**src/rtl/sevenseg_top_if.sv**
```systemverilog
// Peripheral bus window shared by the memory-mapped peripherals.
//   a  : word address inside the four-word window
//   we : write enable, already qualified by the system decoder
//   wd : write data
//   rd : read data, combinational from a
// master drives the address, write strobe and write data; slave returns rd.
interface sevenseg_top_if;
    logic [1:0]  a;
    logic        we;
    logic [31:0] wd;
    logic [31:0] rd;

    modport master (output a, output we, output wd, input rd);
    modport slave  (input a, input we, input wd, output rd);
endinterface

```
**src/rtl/sevenseg_top.sv**
```systemverilog
// Eight-digit common-anode seven-segment display peripheral.
// A write to VALUE starts a one-bit-per-cycle double-dabble conversion to
// BCD; the scanner time-multiplexes the committed digits onto the display.
// Ports:
//   i_clk  : system clock, rising edge
//   i_rst  : synchronous active-high reset
//   bus    : register window (VALUE, CTRL, STATUS, BCD)
//   o_seg  : segments {g,f,e,d,c,b,a}, active-low, registered
//   o_an   : digit anodes, active-low one-hot, registered; bit 0 is rightmost
module sevenseg_top #(
    parameter int REFRESH_DIV = 50000
) (
    input  logic               i_clk,
    input  logic               i_rst,
    sevenseg_top_if.slave      bus,
    output logic [6:0]         o_seg,
    output logic [7:0]         o_an
);

    typedef enum logic {ST_IDLE = 1'b0, ST_SHIFT = 1'b1} state_t;

    localparam logic [31:0] LP_TERM = 32'(REFRESH_DIV - 1);

    // Add 3 to every BCD nibble that is 5 or more, ahead of the shift.
    function automatic logic [39:0] bcd_adjust(input logic [39:0] v);
        logic [39:0] r;
        r = v;
        for (int k = 0; k < 10; k++) begin
            if (v[4*k +: 4] >= 4'd5) begin
                r[4*k +: 4] = v[4*k +: 4] + 4'd3;
            end else begin
                r[4*k +: 4] = v[4*k +: 4];
            end
        end
        return r;
    endfunction

    // Active-low glyph for one hex digit.
    function automatic logic [6:0] seg_glyph(input logic [3:0] n);
        logic [6:0] g;
        case (n)
            4'h0:    g = 7'b1000000;
            4'h1:    g = 7'b1111001;
            4'h2:    g = 7'b0100100;
            4'h3:    g = 7'b0110000;
            4'h4:    g = 7'b0011001;
            4'h5:    g = 7'b0010010;
            4'h6:    g = 7'b0000010;
            4'h7:    g = 7'b1111000;
            4'h8:    g = 7'b0000000;
            4'h9:    g = 7'b0010000;
            4'hA:    g = 7'b0001000;
            4'hB:    g = 7'b0000011;
            4'hC:    g = 7'b1000110;
            4'hD:    g = 7'b0100001;
            4'hE:    g = 7'b0000110;
            4'hF:    g = 7'b0001110;
            default: g = 7'b1111111;
        endcase
        return g;
    endfunction

    state_t      r_state;
    logic [31:0] r_value;
    logic        r_en;
    logic        r_hex;
    logic [31:0] r_bcd;
    logic        r_ovf;
    logic [31:0] r_bin;
    logic [39:0] r_sbcd;
    logic [4:0]  r_cnt;
    logic [31:0] r_presc;
    logic [2:0]  r_digit;
    logic [7:0]  r_an;
    logic [6:0]  r_seg;

    logic        w_wr_value;
    logic        w_busy;
    logic [39:0] w_adj;
    logic [39:0] w_next_bcd;
    logic [31:0] w_next_bin;
    logic [4:0]  w_sel;
    logic [3:0]  w_hex_nib;
    logic [3:0]  w_bcd_nib;
    logic [31:0] w_upper;
    logic [6:0]  w_glyph;

    assign w_wr_value = bus.we && (bus.a == 2'd0);
    assign w_busy     = (r_state == ST_SHIFT);
    // One double-dabble step: adjust, then shift {bcd, bin} left by one.
    assign w_adj      = bcd_adjust(r_sbcd);
    assign w_next_bcd = {w_adj[38:0], r_bin[31]};
    assign w_next_bin = {r_bin[30:0], 1'b0};

    assign w_sel      = {r_digit, 2'b00};
    assign w_hex_nib  = r_value[w_sel +: 4];
    assign w_bcd_nib  = r_bcd[w_sel +: 4];
    // Digits at and above the current one; zero means it is a leading zero.
    assign w_upper    = r_bcd >> w_sel;

    assign o_an  = r_an;
    assign o_seg = r_seg;

    // Combinational register read-back.
    always_comb begin
        case (bus.a)
            2'd0:    bus.rd = r_value;
            2'd1:    bus.rd = {30'd0, r_hex, r_en};
            2'd2:    bus.rd = {30'd0, r_ovf, w_busy};
            2'd3:    bus.rd = r_bcd;
            default: bus.rd = 32'd0;
        endcase
    end

    // Software-writable VALUE and CTRL registers.
    always_ff @(posedge i_clk) begin
        if (i_rst) begin
            r_value <= 32'd0;
            r_en    <= 1'b0;
            r_hex   <= 1'b0;
        end else begin
            if (w_wr_value) begin
                r_value <= bus.wd;
            end
            if (bus.we && (bus.a == 2'd1)) begin
                r_en  <= bus.wd[0];
                r_hex <= bus.wd[1];
            end
        end
    end

    // Converter FSM; a VALUE write always (re)starts from the new value.
    always_ff @(posedge i_clk) begin
        if (i_rst) begin
            r_state <= ST_IDLE;
            r_bin   <= 32'd0;
            r_sbcd  <= 40'd0;
            r_cnt   <= 5'd0;
            r_bcd   <= 32'd0;
            r_ovf   <= 1'b0;
        end else if (w_wr_value) begin
            r_state <= ST_SHIFT;
            r_bin   <= bus.wd;
            r_sbcd  <= 40'd0;
            r_cnt   <= 5'd0;
        end else begin
            case (r_state)
                ST_IDLE: begin
                    r_state <= ST_IDLE;
                end
                ST_SHIFT: begin
                    r_sbcd <= w_next_bcd;
                    r_bin  <= w_next_bin;
                    r_cnt  <= r_cnt + 5'd1;
                    if (r_cnt == 5'd31) begin
                        r_bcd   <= w_next_bcd[31:0];
                        r_ovf   <= (w_next_bcd[39:32] != 8'd0);
                        r_state <= ST_IDLE;
                    end
                end
                default: begin
                    r_state <= ST_IDLE;
                end
            endcase
        end
    end

    // Digit content for the digit currently selected by the scanner.
    always_comb begin
        if (r_hex) begin
            w_glyph = seg_glyph(w_hex_nib);
        end else if (r_ovf) begin
            w_glyph = 7'b0111111;
        end else if ((r_digit != 3'd0) && (w_upper == 32'd0)) begin
            w_glyph = 7'b1111111;
        end else begin
            w_glyph = seg_glyph(w_bcd_nib);
        end
    end

    // Prescaler, digit index and registered display outputs.
    always_ff @(posedge i_clk) begin
        if (i_rst) begin
            r_presc <= 32'd0;
            r_digit <= 3'd0;
            r_an    <= 8'hFF;
            r_seg   <= 7'h7F;
        end else begin
            if (r_presc == LP_TERM) begin
                r_presc <= 32'd0;
                r_digit <= r_digit + 3'd1;
            end else begin
                r_presc <= r_presc + 32'd1;
            end
            if (r_en) begin
                r_an  <= ~(8'd1 << r_digit);
                r_seg <= w_glyph;
            end else begin
                r_an  <= 8'hFF;
                r_seg <= 7'h7F;
            end
        end
    end

endmodule

```
**src/flat_wrapper.sv**
```systemverilog
// flat-port wrapper written by rule: the top's interface ports become plain ports
module sevenseg_top_flat 
#(
    parameter int REFRESH_DIV = 50000
)
  (i_clk, i_rst, o_seg, o_an, bus_a, bus_we, bus_wd, bus_rd);
  sevenseg_top_if bus_i ();
  input  logic i_clk;
  input  logic i_rst;
  output logic [6:0] o_seg;
  output logic [7:0] o_an;
  input wire logic [$bits(bus_i.a)-1:0] bus_a;
  input wire logic [$bits(bus_i.we)-1:0] bus_we;
  input wire logic [$bits(bus_i.wd)-1:0] bus_wd;
  output wire logic [$bits(bus_i.rd)-1:0] bus_rd;
  assign bus_i.a = bus_a;
  assign bus_i.we = bus_we;
  assign bus_i.wd = bus_wd;
  assign bus_rd = bus_i.rd;
  sevenseg_top #(.REFRESH_DIV(REFRESH_DIV)) u_core (.i_clk(i_clk), .i_rst(i_rst), .bus(bus_i), .o_seg(o_seg), .o_an(o_an));
endmodule
```
**config.mk**
```make
export PLATFORM = sky130hd
export DESIGN_NAME = sevenseg_top_flat
export DESIGN_NICKNAME = d
export VERILOG_FILES = /design/src/rtl/sevenseg_top_if.sv /design/src/rtl/sevenseg_top.sv /design/src/flat_wrapper.sv
export SDC_FILE = /design/constraint.sdc
export NUM_CORES = 1
export LEC_CHECK = 0
export ABC_AREA = 1
export BUFFER_PORTS_ARGS = -buffer_cell sky130_fd_sc_hd__buf_2
export CORE_MARGIN = 5
export CORE_UTILIZATION = 30
export CTS_BUF_LIST = sky130_fd_sc_hd__clkbuf_4
export DETAILED_ROUTE_END_ITERATION = 10
export PLACE_DENSITY = 0.44
export SETUP_SLACK_MARGIN = 0.15
export SLEW_MARGIN = 20
export SYNTH_ARGS = -nofsm -noshare
export SYNTH_HDL_FRONTEND = slang
export SYNTH_SLANG_ARGS = --single-unit
```
**constraint.sdc**
```tcl
create_clock -name i_clk -period 2.7 [get_ports i_clk]
set_input_delay 0.81 -clock i_clk [delete_from_list [all_inputs] [get_ports i_clk]]
set_output_delay 0.81 -clock i_clk [all_outputs]
set_load 0.05 [all_outputs]
```
# Yosys cells after proc, flatten, opt, wreduce, memory -nomap -nowiden
# Memories as Yosys holds them, arrays and structs flattened.
# Cells that the tools add are included.
# W data, S select, Z words.
[totals]
ff_bits = 195
mem_bits_ro = 224
word_cells = 82
memories = 2
[memory_table]
columns = ["memory", "depth", "word_bits", "rd", "rd_ports_with_merged_regs", "write_ports", "line", "source"]
rows = [
  ["(no name shown)", 16, 7, 1, 0, 0, "sevenseg_top.sv:41", "case (n)"],
  ["(no name shown)", 16, 7, 1, 0, 0, "sevenseg_top.sv:41", ""],
]
[classes]
add_sub_neg = 13
n_lt_le_gt_ge = 10
eq_ne = 5
n_shift = 4
muxes = 19
bitwise_logic = 4
n_reduce_logical = 12
[op_table]
columns = ["op", "n"]
rows = [
  ["$pmux W32 S4", 1],
  ["$mux W32", 2],
  ["$shiftx A32 B6 Y4", 2],
  ["$ge A4 B3 Y1 const B", 10],
  ["$add A4 B2 Y4 const B", 9],
  ["$mux W4", 9],
  ["$add A32 B1 Y32 const B", 1],
  ["$eq A32 B16 Y1 const B", 1],
  ["$logic_not A32 Y1", 1],
  ["$shr A32 B5 Y32", 1],
  ["$mux W7", 3],
  ["$not A8 Y8", 1],
  ["$reduce_bool A8 Y1", 1],
  ["$shl A1 B3 Y8 const A", 1],
  ["$reduce_or A2 Y1", 3],
  ["$add A5 B1 Y5 const B", 1],
  ["$eq A5 B5 Y1 const B", 1],
  ["$eq A2 B2 Y1 const B", 2],
  ["$add A3 B1 Y3 const B", 1],
  ["$add A3 B2 Y3 const B", 1],
  ["$logic_and A1 B1 Y1", 3],
  ["$mux W3", 1],
  ["$not A1 Y1", 3],
  ["$reduce_and A3 Y1", 1],
  ["6 further kinds", 7],
]

# Logic depth before layout (Yosys ltp)
# Gate-level depths: netlist (run 1).
[depth]
ltp_word = 6
depth_mapped = 19
ltp_nobuf = 17

# Worst setup path after synthesis (run 1)
# Ideal clock, no wire load.
[synth_path]
kind = "in2out"
from = "input port bus_a[0]"
to = "output port bus_rd[2]"
arrival_time_ns = 2.401
path_slack_ns = -0.511
stages = 4
cell_sequence = "nor2_1 inv_1 clkbuf_1 o21ai_0"
[synth_via]
elab_chain_cells = 2
word_cells_on_any_way = 5
classes_between = "3 x eq/ne; 1 x mux; 1 x reduce/logical"
[synth_lines]
columns = ["item", "line", "source"]
rows = [
  ["start: declaration", "flat_wrapper.sv:12", "input wire logic [$bits(bus_i.a)-1:0] bus_a;"],
  ["$eq A2 B2 Y1, or another cell as far along", "sevenseg_top.sv:106", "case (bus.a)"],
  ["$pmux W32 S4 *", "sevenseg_top.sv:106", ""],
  ["end: declaration", "flat_wrapper.sv:15", "output wire logic [$bits(bus_i.rd)-1:0] bus_rd;"],
]
# Every way passes the cells marked *; elsewhere a longest branch is shown, timed or not.

# Final worst setup path (run 1)
[layout_path]
from = "input port bus_a[0]"
to = "output port bus_rd[31]"
# Same word-level chain as after synthesis.

==> flow_summary.yaml, run 1 <==
sta:
  fmax_mhz: 388
  relSlewSlack: 0.555
  rsz0062_at_grt: "true"
  period_needed_ns: 2.58
  setup_viol: 0
  hold_viol: 0
  finalMaxSlewViolations: 0
  tightest_slew_ns: 0.661
  post-route-period-util: 0.956
  setup_tns_ns: 0
  skew_ns: 0.0375
global_route:
  first_global_vias: 9493
  use_met2: 0.281
  gr-total-overflow: 0
  met3_usage: 0.0300
  use_met1: 0.243
  grt_max_degree: 58
  grt_use_total: 0.174
  top_usage_layer: "met2"
  antenna_found_initial: 1
  grt_pass1_wl_um: 53800
clock_tree:
  clkLatencyLatePin_ns: 0.63
  cts_made_buffers: 17
  cts_buffer_depth: 2
  clockRootBuffer: "clkbuf_4"
  cts_tree: "yes"
  path_clk_slew_ns: 0.19
  h-tree-depth: 4
  cts.sinks: 195
die:
  rows: 69
  initial_core_util: 0.302
  dieWidth_um: 199
  io-pin-count: 84
  core_mm2: 0.0354
  die-area_mm2: 0.0395
  die_h_um: 199
worst_setup_path:
  path_class: "in -> out"
  cp-start-kind: "input pin"
  r2r_setup_slack_ns: 0.39
  r2r_cells: 16
  r2r_end: "u_core.o_seg[3]$_SDFF_PP1_"
  crit_path_end_kind: "output pin"
  startpoint: "bus_a[0]"
  path_max_fanout: 6
  cp.arrival_ns: 1.77
  required_ns: 1.89
  reg2reg_from: "u_core.r_digit[0]$_SDFFE_PP0P_"
  endpoint: "bus_rd[31]"
yosys:
  synth.avg_cell_area_um2: 6.98
  synth_warnings: 0
  synthCells: 1531
  synth_fp_nets: 1609
  yosysSeqAreaShare: 0.366
  ys_types: 46
  synth_seq_cells: 195
  synth_area_mm2: 0.0107
place:
  numPortBuffers: 83
  dp_hpwl_um: 26100
  routabilityCongestion: 0.892
  dpl.cell_count: 2043
routing:
  vias: 10100
  detail-route-antenna-nets: 0
  drc_errors: 0
  drtIter0Drc: 654
  drt-pass1-iter-count: 5
  viasPerCell: 4.85
  wire_per_inst_um: 16.5
  wl_um: 34300
cells_and_area:
  nFillCells: 3914
  finish.utilization: 0.350
  syn_to_final_growth_pct: 16.0
  drive_above_1_share: 0.166
  final_cells: 2076
  final_common_cell: "nand2_1"
  layout_common_cells: "nand2_1, inv_1, dfxtp_1, a21oi_1, nor2_1"
  final_nets: 1680
run_status:
  status: "complete, no violations"
pwr:
  leakagePower_nw: 5.24
  power_density_mw_per_mm2: 416
  ir_drop_v: 0.000483
flow_run:
  max-cap-violations: 0
worst_hold_path:
  hold_path.class: "in -> reg"
==> state kept, by name (all words and copies together), names as in the netlist <==
name / flops
u_core.o_an: 8
u_core.o_seg: 7
u_core.r_bcd: 32
u_core.r_bin: 32
u_core.r_cnt: 5
u_core.r_digit: 3
u_core.r_en: 1
u_core.r_hex: 1
u_core.r_ovf: 1
u_core.r_presc: 32
u_core.r_sbcd: 40
u_core.r_state: 1
u_core.r_value: 32
==> what timing repair did <==
action                                  4_1_cts  5_1_grt
buffers inserted                              1        0
gates resized for setup                      47       20
hold buffers                                  0        0
endpoints found under the setup margin       30       31
pin swaps                                     1        2
==> worst min-delay path by stage <==
stage	startpoint	end	slack, ns	cells past startpoint
after floorplan	u_core.r_presc[0]$_SDFF_PP0_	u_core.r_presc[0]$_SDFF_PP0_	0.42	1
after global placement	u_core.r_presc[0]$_SDFF_PP0_	u_core.r_presc[0]$_SDFF_PP0_	0.43	1
after detailed placement	u_core.r_presc[0]$_SDFF_PP0_	u_core.r_presc[0]$_SDFF_PP0_	0.45	1
after CTS	bus_wd[15]	u_core.r_value[15]$_SDFFE_PP0P_	0.39	3
after global routing	bus_wd[25]	u_core.r_value[25]$_SDFFE_PP0P_	0.40	3
final	bus_wd[5]	u_core.r_value[5]$_SDFFE_PP0P_	0.46	3
==> synth_stat cells (all sizes together) <==
| master | count | area share |
|---|---|---|
| a31oi | 1 | 0.00059 |
| o22ai | 54 | 0.032 |
| clkinv | 2 | 0.00070 |
| a221oi | 9 | 0.0074 |
| and2 | 2 | 0.0012 |
| nand2 | 354 | 0.13 |
| o21a | 8 | 0.0056 |
| o211ai | 20 | 0.015 |
| a21oi | 135 | 0.064 |
| nor2 | 139 | 0.052 |
| inv | 205 | 0.072 |
| or2 | 4 | 0.0023 |
| xnor2 | 4 | 0.0033 |
| a211oi | 14 | 0.0098 |
| buf | 43 | 0.030 |
| clkbuf | 31 | 0.011 |
| nand3 | 112 | 0.059 |
| nor3 | 19 | 0.0098 |
| dfxtp | 195 | 0.37 |
| xor2 | 27 | 0.022 |
| ha | 41 | 0.048 |
| nand4 | 16 | 0.011 |
| o21ai | 88 | 0.041 |
| nor3b | 1 | 0.00070 |
| o2111ai | 1 | 0.00082 |
| nand3b | 1 | 0.00070 |
| nor4 | 5 | 0.0035 |
==> report_power, final <==
| part | switching (W) | leakage [nW] | internal (W) |
|---|---|---|---|
| Sequential | 0.0000459 | 1.58 | 0.00294 |
| Combinational | 0.000402 | 3.52 | 0.000189 |
| Clock | 0.00109 | 0.136 | 0.000479 |
==> cell families (layout without fill, tap and decap cells) <==
logic type,count (synthesis),count (layout),share of synthesized area
flops,195,195,0.366
buf+inv,281,364,0.114
simple gates,653,653,0.271
other cells,0,1,0
xor+xnor,31,31,0.0254
compound gates,330,330,0.176
fa+ha+maj,41,41,0.0480
==> stage by stage <==
stage | area (um2) | hold slack, ns | power, W | setup slack [ns]
after detailed placement | 11900 | 0.445 | 0.00363 | 0.0596
final | 12400 | 0.459 | 0.00515 | 0.119
after floorplan | 10900 | 0.417 | 0.00343 | 0.0521
after global placement | 11900 | 0.433 | 0.00363 | 0.0684
after CTS | 12300 | 0.388 | 0.00526 | 0.0987
after global routing | 12400 | 0.401 | 0.00544 | 0.0994
==> routing by layer <==
layer  up-vias  routed length [um]
met1      4738               17000
met4         0                 548
met2       154               15800
li1       5140                   -
met3        37                1030
met5         -                   0
==> worst max-delay path, cell delays in order <==
cell and delay, ns:
buf_2 0.14, nand2_2 0.17, buf_4 0.24, o22ai_4 0.23, buf_12 0.17
==> final cells by class <==
class | instances | area, um2 | area share
Sequential cell | 195 | 3920 | 0.316
Tap cell | 461 | 577 | 0.0466
Clock buffer | 18 | 135 | 0.0109
Timing Repair Buffer | 126 | 986 | 0.0796
Clock inverter | 13 | 128 | 0.0103
Antenna cell | 1 | 2.50 | 0.000202
Inverter | 207 | 790 | 0.0637
Multi-Input combinational cell | 1055 | 5850 | 0.473
Power figures use the tool's default switching activity.
==> run 2: changes to the inputs <==
Settings changed: BUFFER_PORTS_ARGS -buffer_cell sky130_fd_sc_hd__buf_2 to not set, DONT_BUFFER_PORTS set to 1, PLACE_DENSITY 0.44 to 0.42.
==> run 2 against run 1 <==
Compared with the run above:
- clock power grew 15%
- combinational power is 11% lower
- largest power group unchanged
- setup slack gained 0.087 ns
- die area unchanged
- largest cell class unchanged
- non-clock buffer count decreased by 64
- sequential power about the same
==> flow_summary.yaml, run 2 (synthesis gave the netlist of run 1 again) <==
worst_setup_path:
  r2r_setup_slack_ns: 0.42
  cp.arrival_ns: 1.68
  path_max_fanout: 13
  critPathMostFrequentCell: "buf_12"
  cpPeakStageDelay_ns: 0.19
  cp-start-kind: "input pin"
  path_class: "in -> out"
  r2r_cells: 13
  path_cells: "nor2_2 -> inv_4 -> buf_12 -> o22ai_2 -> buf_12"
  required_ns: 1.89
  crit_path_end_kind: "output pin"
  slowest_stage: "nor2_2"
clock_tree:
  h-tree-depth: 4
  clockRootBuffer: "clkbuf_4"
  cts_made_buffers: 17
  cts_buffer_depth: 2
  holdBufCountCts: 0
  cts_tree: "yes"
  path_clk_slew_ns: 0.20
  cts.sinks: 195
  clkLatencyLatePin_ns: 0.64
sta:
  period_needed_ns: 2.49
  setup_viol: 0
  post-route-period-util: 0.923
  rsz0062_at_grt: "true"
  hold_viol: 0
  setup_tns_ns: 0
  fmax_mhz: 401
  tightest_slew_ns: 0.677
  skew_ns: 0.0390
  relSlewSlack: 0.547
  finalMaxSlewViolations: 0
pwr:
  p_clk_frac: 0.339
  power_frac_comb: 0.098
  power_density_mw_per_mm2: 436
  seqPwrFrac: 0.563
  leakagePower_nw: 5.06
  p_int_w: 0.00371
  switching_share: 0.304
  ir_drop_v: 0.000334
  switchingPower_w: 0.00162
die:
  io-pin-count: 84
  die-area_mm2: 0.0395
  initial_core_util: 0.302
  dieWidth_um: 199
  core_mm2: 0.0354
  die_h_um: 199
  rows: 69
routing:
  drtIter0Drc: 593
  drt-pass1-iter-count: 5
  drc_errors: 0
  viasPerCell: 4.83
  vias: 9720
  detail-route-antenna-nets: 0
  wire_per_inst_um: 16.7
  wl_um: 33700
cells_and_area:
  regArea_mm2: 0.00391
  syn_to_final_growth_pct: 14.6
  final_cells: 2012
  drive_above_1_share: 0.130
  final_common_cell: "nand2_1"
  largest_register_ffs: 40
  final_nets: 1616
  regMostFlops: "u_core.r_sbcd"
  multi_input_area_mm2: 0.00583
  layout_common_cells: "nand2_1, inv_1, dfxtp_1, a21oi_1, nor2_1"
  nFillCells: 3880
place:
  numPortBuffers: 0
  dp_hpwl_um: 25300
  dpl.cell_count: 1979
  routabilityCongestion: 0.886
flow_run:
  max-cap-violations: 0
global_route:
  antenna_found_initial: 1
  grt_pass1_wl_um: 52300
  gr-total-overflow: 0
  grt_use_total: 0.170
  grt_max_degree: 76
  first_global_vias: 9149
worst_hold_path:
  hold_path.class: "in -> reg"
  holdPathStages: 1
run_status:
  status: "complete, no violations"
run 2: changes by cell type in the layout (fill, tap and decap cells not counted), sizes merged:
cell	before	now
buf	126	62
clkinvlp	3	1
bufinv	1	2
clkbuf	18	17
inv	209	211
run 2: final timing paths:
path,startpoint,to
worst max-delay path,bus_a[0],bus_rd[25]
worst min-delay path,i_rst,u_core.r_bin[30]$_SDFFE_PP0P_
worst min register to register,u_core.r_presc[0]$_SDFF_PP0_,u_core.r_presc[0]$_SDFF_PP0_
worst max register to register,u_core.r_digit[1]$_SDFFE_PP0P_,u_core.o_seg[0]$_SDFF_PP1_
run 2: per-stage QoR:
stage          utilization  instance area [um2]  hold WS [ns]  worst slack, ns  power [W]
2_1_floorplan            -                10900         0.417           0.0521    0.00343
3_3_place_gp         0.335                11900         0.434            0.182    0.00358
3_5_place_dp         0.336                11900         0.446            0.150    0.00359
4_1_cts              0.345                12200         0.153            0.110    0.00544
5_1_grt              0.346                12200         0.151           0.0976    0.00561
6_report             0.346                12200         0.234            0.207    0.00534
run 2: final cells by class:
type,count,area share
multi-input cells,1055,0.476
inverters,207,0.0642
clock inverters,14,0.0155
clock buffers,17,0.0104
flip-flops and latches,195,0.320
repair buffers,62,0.0665
diodes,1,0.000204
well taps,461,0.0471
run 2: worst max-delay path: cells and delay by family:
kind | cells | cell delay, ns
simple gates | 1 | 0.19
buf+inv | 3 | 0.52
compound gates | 1 | 0.15
run 2: routing by layer:
metal | part of all wire | global-route usage
met5 | 0 | 0
met4 | 0.018 | 0.0441
met3 | 0.038 | 0.0356
met2 | 0.44 | 0.261
met1 | 0.51 | 0.243
run 2: power by group through the flow:
| stage | Combinational [W] | Clock [W] | Sequential [W] |
|---|---|---|---|
| after global placement | 0.000515 | 0 | 0.00307 |
| after global routing | 0.000588 | 0.00200 | 0.00302 |
| final | 0.000525 | 0.00181 | 0.00301 |
| after floorplan | 0.000380 | 0 | 0.00305 |
| after detailed placement | 0.000526 | 0 | 0.00307 |
| after CTS | 0.000529 | 0.00190 | 0.00301 |
run 2: timing repair:
action	4_1_cts	5_1_grt
gates cloned	0	0
pin swaps	1	2
gates resized for setup	7	8
setup endpoints to repair	8	15
setup buffers	1	0
==> run 3: changes to the inputs <==
Settings changed: PLACE_DENSITY 0.42 to 0.43.
Clock period 2.7 ns to 2 ns, I/O delays scaled along.
==> run 3 against run 2 <==
Compared with the run above:
- the run now ends with negative setup slack left
- die area stayed put
- critical path depth stayed put
- highest routed layer unchanged
- cell count is 6.1% higher
- critical path type is now reg -> out
- via count is 6.1% higher
- clock skew is 0.0092 ns lower
- largest power group unchanged
- combinational power is 64% higher
- clock power is 33% higher
- cell area is 17% higher
- non-clock buffer count is 122 higher
- largest cell class unchanged
- sequential power is 34% higher
- power is 37% higher
- count of clock-buffer cells in the layout stayed put
==> flow_summary.yaml, run 3 (synthesis gave the netlist of run 1 again) <==
global_route:
  first_global_vias: 9688
  grt_max_degree: 45
  antenna_found_initial: 1
  gr-total-overflow: 0
  grt_use_total: 0.182
  grt_pass1_wl_um: 56000
die:
  die-area_mm2: 0.0395
  core_mm2: 0.0354
  io-pin-count: 84
  initial_core_util: 0.302
  dieWidth_um: 199
  rows: 69
  die_h_um: 199
sta:
  post-route-period-util: 1.18
  finalMaxSlewViolations: 0
  setup_slack_ns: -0.351
  skew_ns: 0.0298
  hold_viol: 0
  relSlewSlack: 0.553
  setup_viol: 29
  fmax_mhz: 425
  whs_ns: 0.0779
  rsz0062_at_grt: "true"
  tightest_slew_ns: 0.668
  period_needed_ns: 2.35
worst_setup_path:
  crit_path_end_kind: "output pin"
  r2r_cells: 13
  r2r_setup_slack_ns: -0.01
  cp-start-kind: "flip-flop"
  reg2reg_from: "u_core.r_digit[0]$_SDFFE_PP0P_"
  required_ns: 1.40
  path_max_fanout: 2
  r2r_end: "u_core.o_seg[0]$_SDFF_PP1_"
  startpoint: "u_core.r_ovf$_SDFFE_PP0P_"
  cp.arrival_ns: 1.75
  path_class: "reg -> out"
  endpoint: "bus_rd[1]"
worst_hold_path:
  hold_path.class: "in -> reg"
routing:
  wl_um: 36400
  met2_length_um: 17500
  viasPerCell: 4.83
  drt-pass1-iter-count: 5
  drtIter0Drc: 624
  detail-route-antenna-nets: 0
  wl_met1_um: 16500
  wire_per_inst_um: 17.1
  route.met3.wl_um: 1420
  drc_errors: 0
  vias: 10300
  routed.top_layer: "met4"
clock_tree:
  clkLatencyLatePin_ns: 0.64
  cts_buffer_depth: 2
  clockRootBuffer: "clkbuf_4"
  cts_made_buffers: 17
  cts.sinks: 195
  path_clk_slew_ns: 0.18
  h-tree-depth: 4
  cts_tree: "yes"
flow_run:
  max-cap-violations: 0
cells_and_area:
  regMostFlops: "u_core.r_sbcd"
  final_cells: 2135
  syn_to_final_growth_pct: 34.0
  nFillCells: 3671
  final_nets: 1738
  largest_register_ffs: 40
  layout_common_cells: "nand2_1, inv_1, a21oi_1"
  drive_above_1_share: 0.297
  final_common_cell: "nand2_1"
  stdcell_area_mm2: 0.0143
place:
  dpl.cell_count: 2027
  numPortBuffers: 0
  routabilityCongestion: 0.915
  postPlaceCellArea_mm2: 0.0128
  dp_hpwl_um: 26700
run_status:
  status: "finished, violations left"
  failed_checks: "negative setup slack"
pwr:
  leakagePower_nw: 5.99
  ir_drop_v: 0.000347
  power_density_mw_per_mm2: 511
[run 3: per-layer routing]
metal,global-route usage,up-vias
met4,0.0603,0
met5,0,-
met1,0.238,4805
met2,0.308,187
met3,0.0283,39
li1,-,5281
[run 3: worst min path at each step]
stage / from / end / slack [ns] / depth (start not counted)
6_report: i_rst / u_core.r_value[25]$_SDFFE_PP0P_ / 0.08 / 1
3_3_place_gp: u_core.r_presc[0]$_SDFF_PP0_ / u_core.r_presc[0]$_SDFF_PP0_ / 0.43 / 1
5_1_grt: i_rst / u_core.r_value[21]$_SDFFE_PP0P_ / 0.004 / 1
2_1_floorplan: u_core.r_presc[0]$_SDFF_PP0_ / u_core.r_presc[0]$_SDFF_PP0_ / 0.42 / 1
3_5_place_dp: u_core.r_presc[0]$_SDFF_PP0_ / u_core.r_presc[0]$_SDFF_PP0_ / 0.44 / 1
4_1_cts: i_rst / u_core.r_value[4]$_SDFFE_PP0P_ / 0.003 / 1
[run 3: report_power, final]
group	internal, W	total (W)	switching (W)
clock	0.000805	0.00241	0.00161
sequential	0.00395	0.00404	0.0000851
combinational	0.000310	0.000860	0.000550
[run 3: cell type report]
type,count,area [um2],share of cell area
Tap cell,461,577,0.0403
Clock inverter,15,190,0.0133
Sequential cell,195,4040,0.282
Antenna cell,1,2.50,0.000175
Clock buffer,17,128,0.00892
Inverter,207,872,0.0609
Multi-Input combinational cell,1055,6410,0.448
Timing Repair Buffer,184,2090,0.146
[run 3: worst max-delay path: stages (launching register included)]
cell	delay, ns
dfxtp_4	0.42
clkinvlp_4	0.12
nand2_4	0.08
o21ai_4	0.06
a221oi_4	0.27
buf_12	0.18
[run 3: timing repair]
action	in CTS	in global routing
hold buffers	3	0
pin swaps	51	27
endpoints found under the setup margin	62	93
gates cloned	2	1
endpoints found under the hold margin	44	0
buffers inserted	59	10
gates resized for setup	205	45
[run 3: through the flow]
stage               power (W)  setup TNS (ns)   util  worst slack (ns)
floorplan             0.00469               0      -            0.0204
global placement      0.00494        -0.00134  0.360          -0.00134
detailed placement    0.00494        -0.00626  0.360          -0.00626
CTS                   0.00745           -3.63  0.397            -0.423
global route          0.00768           -5.32  0.404            -0.452
finish                0.00731           -1.60  0.404            -0.351
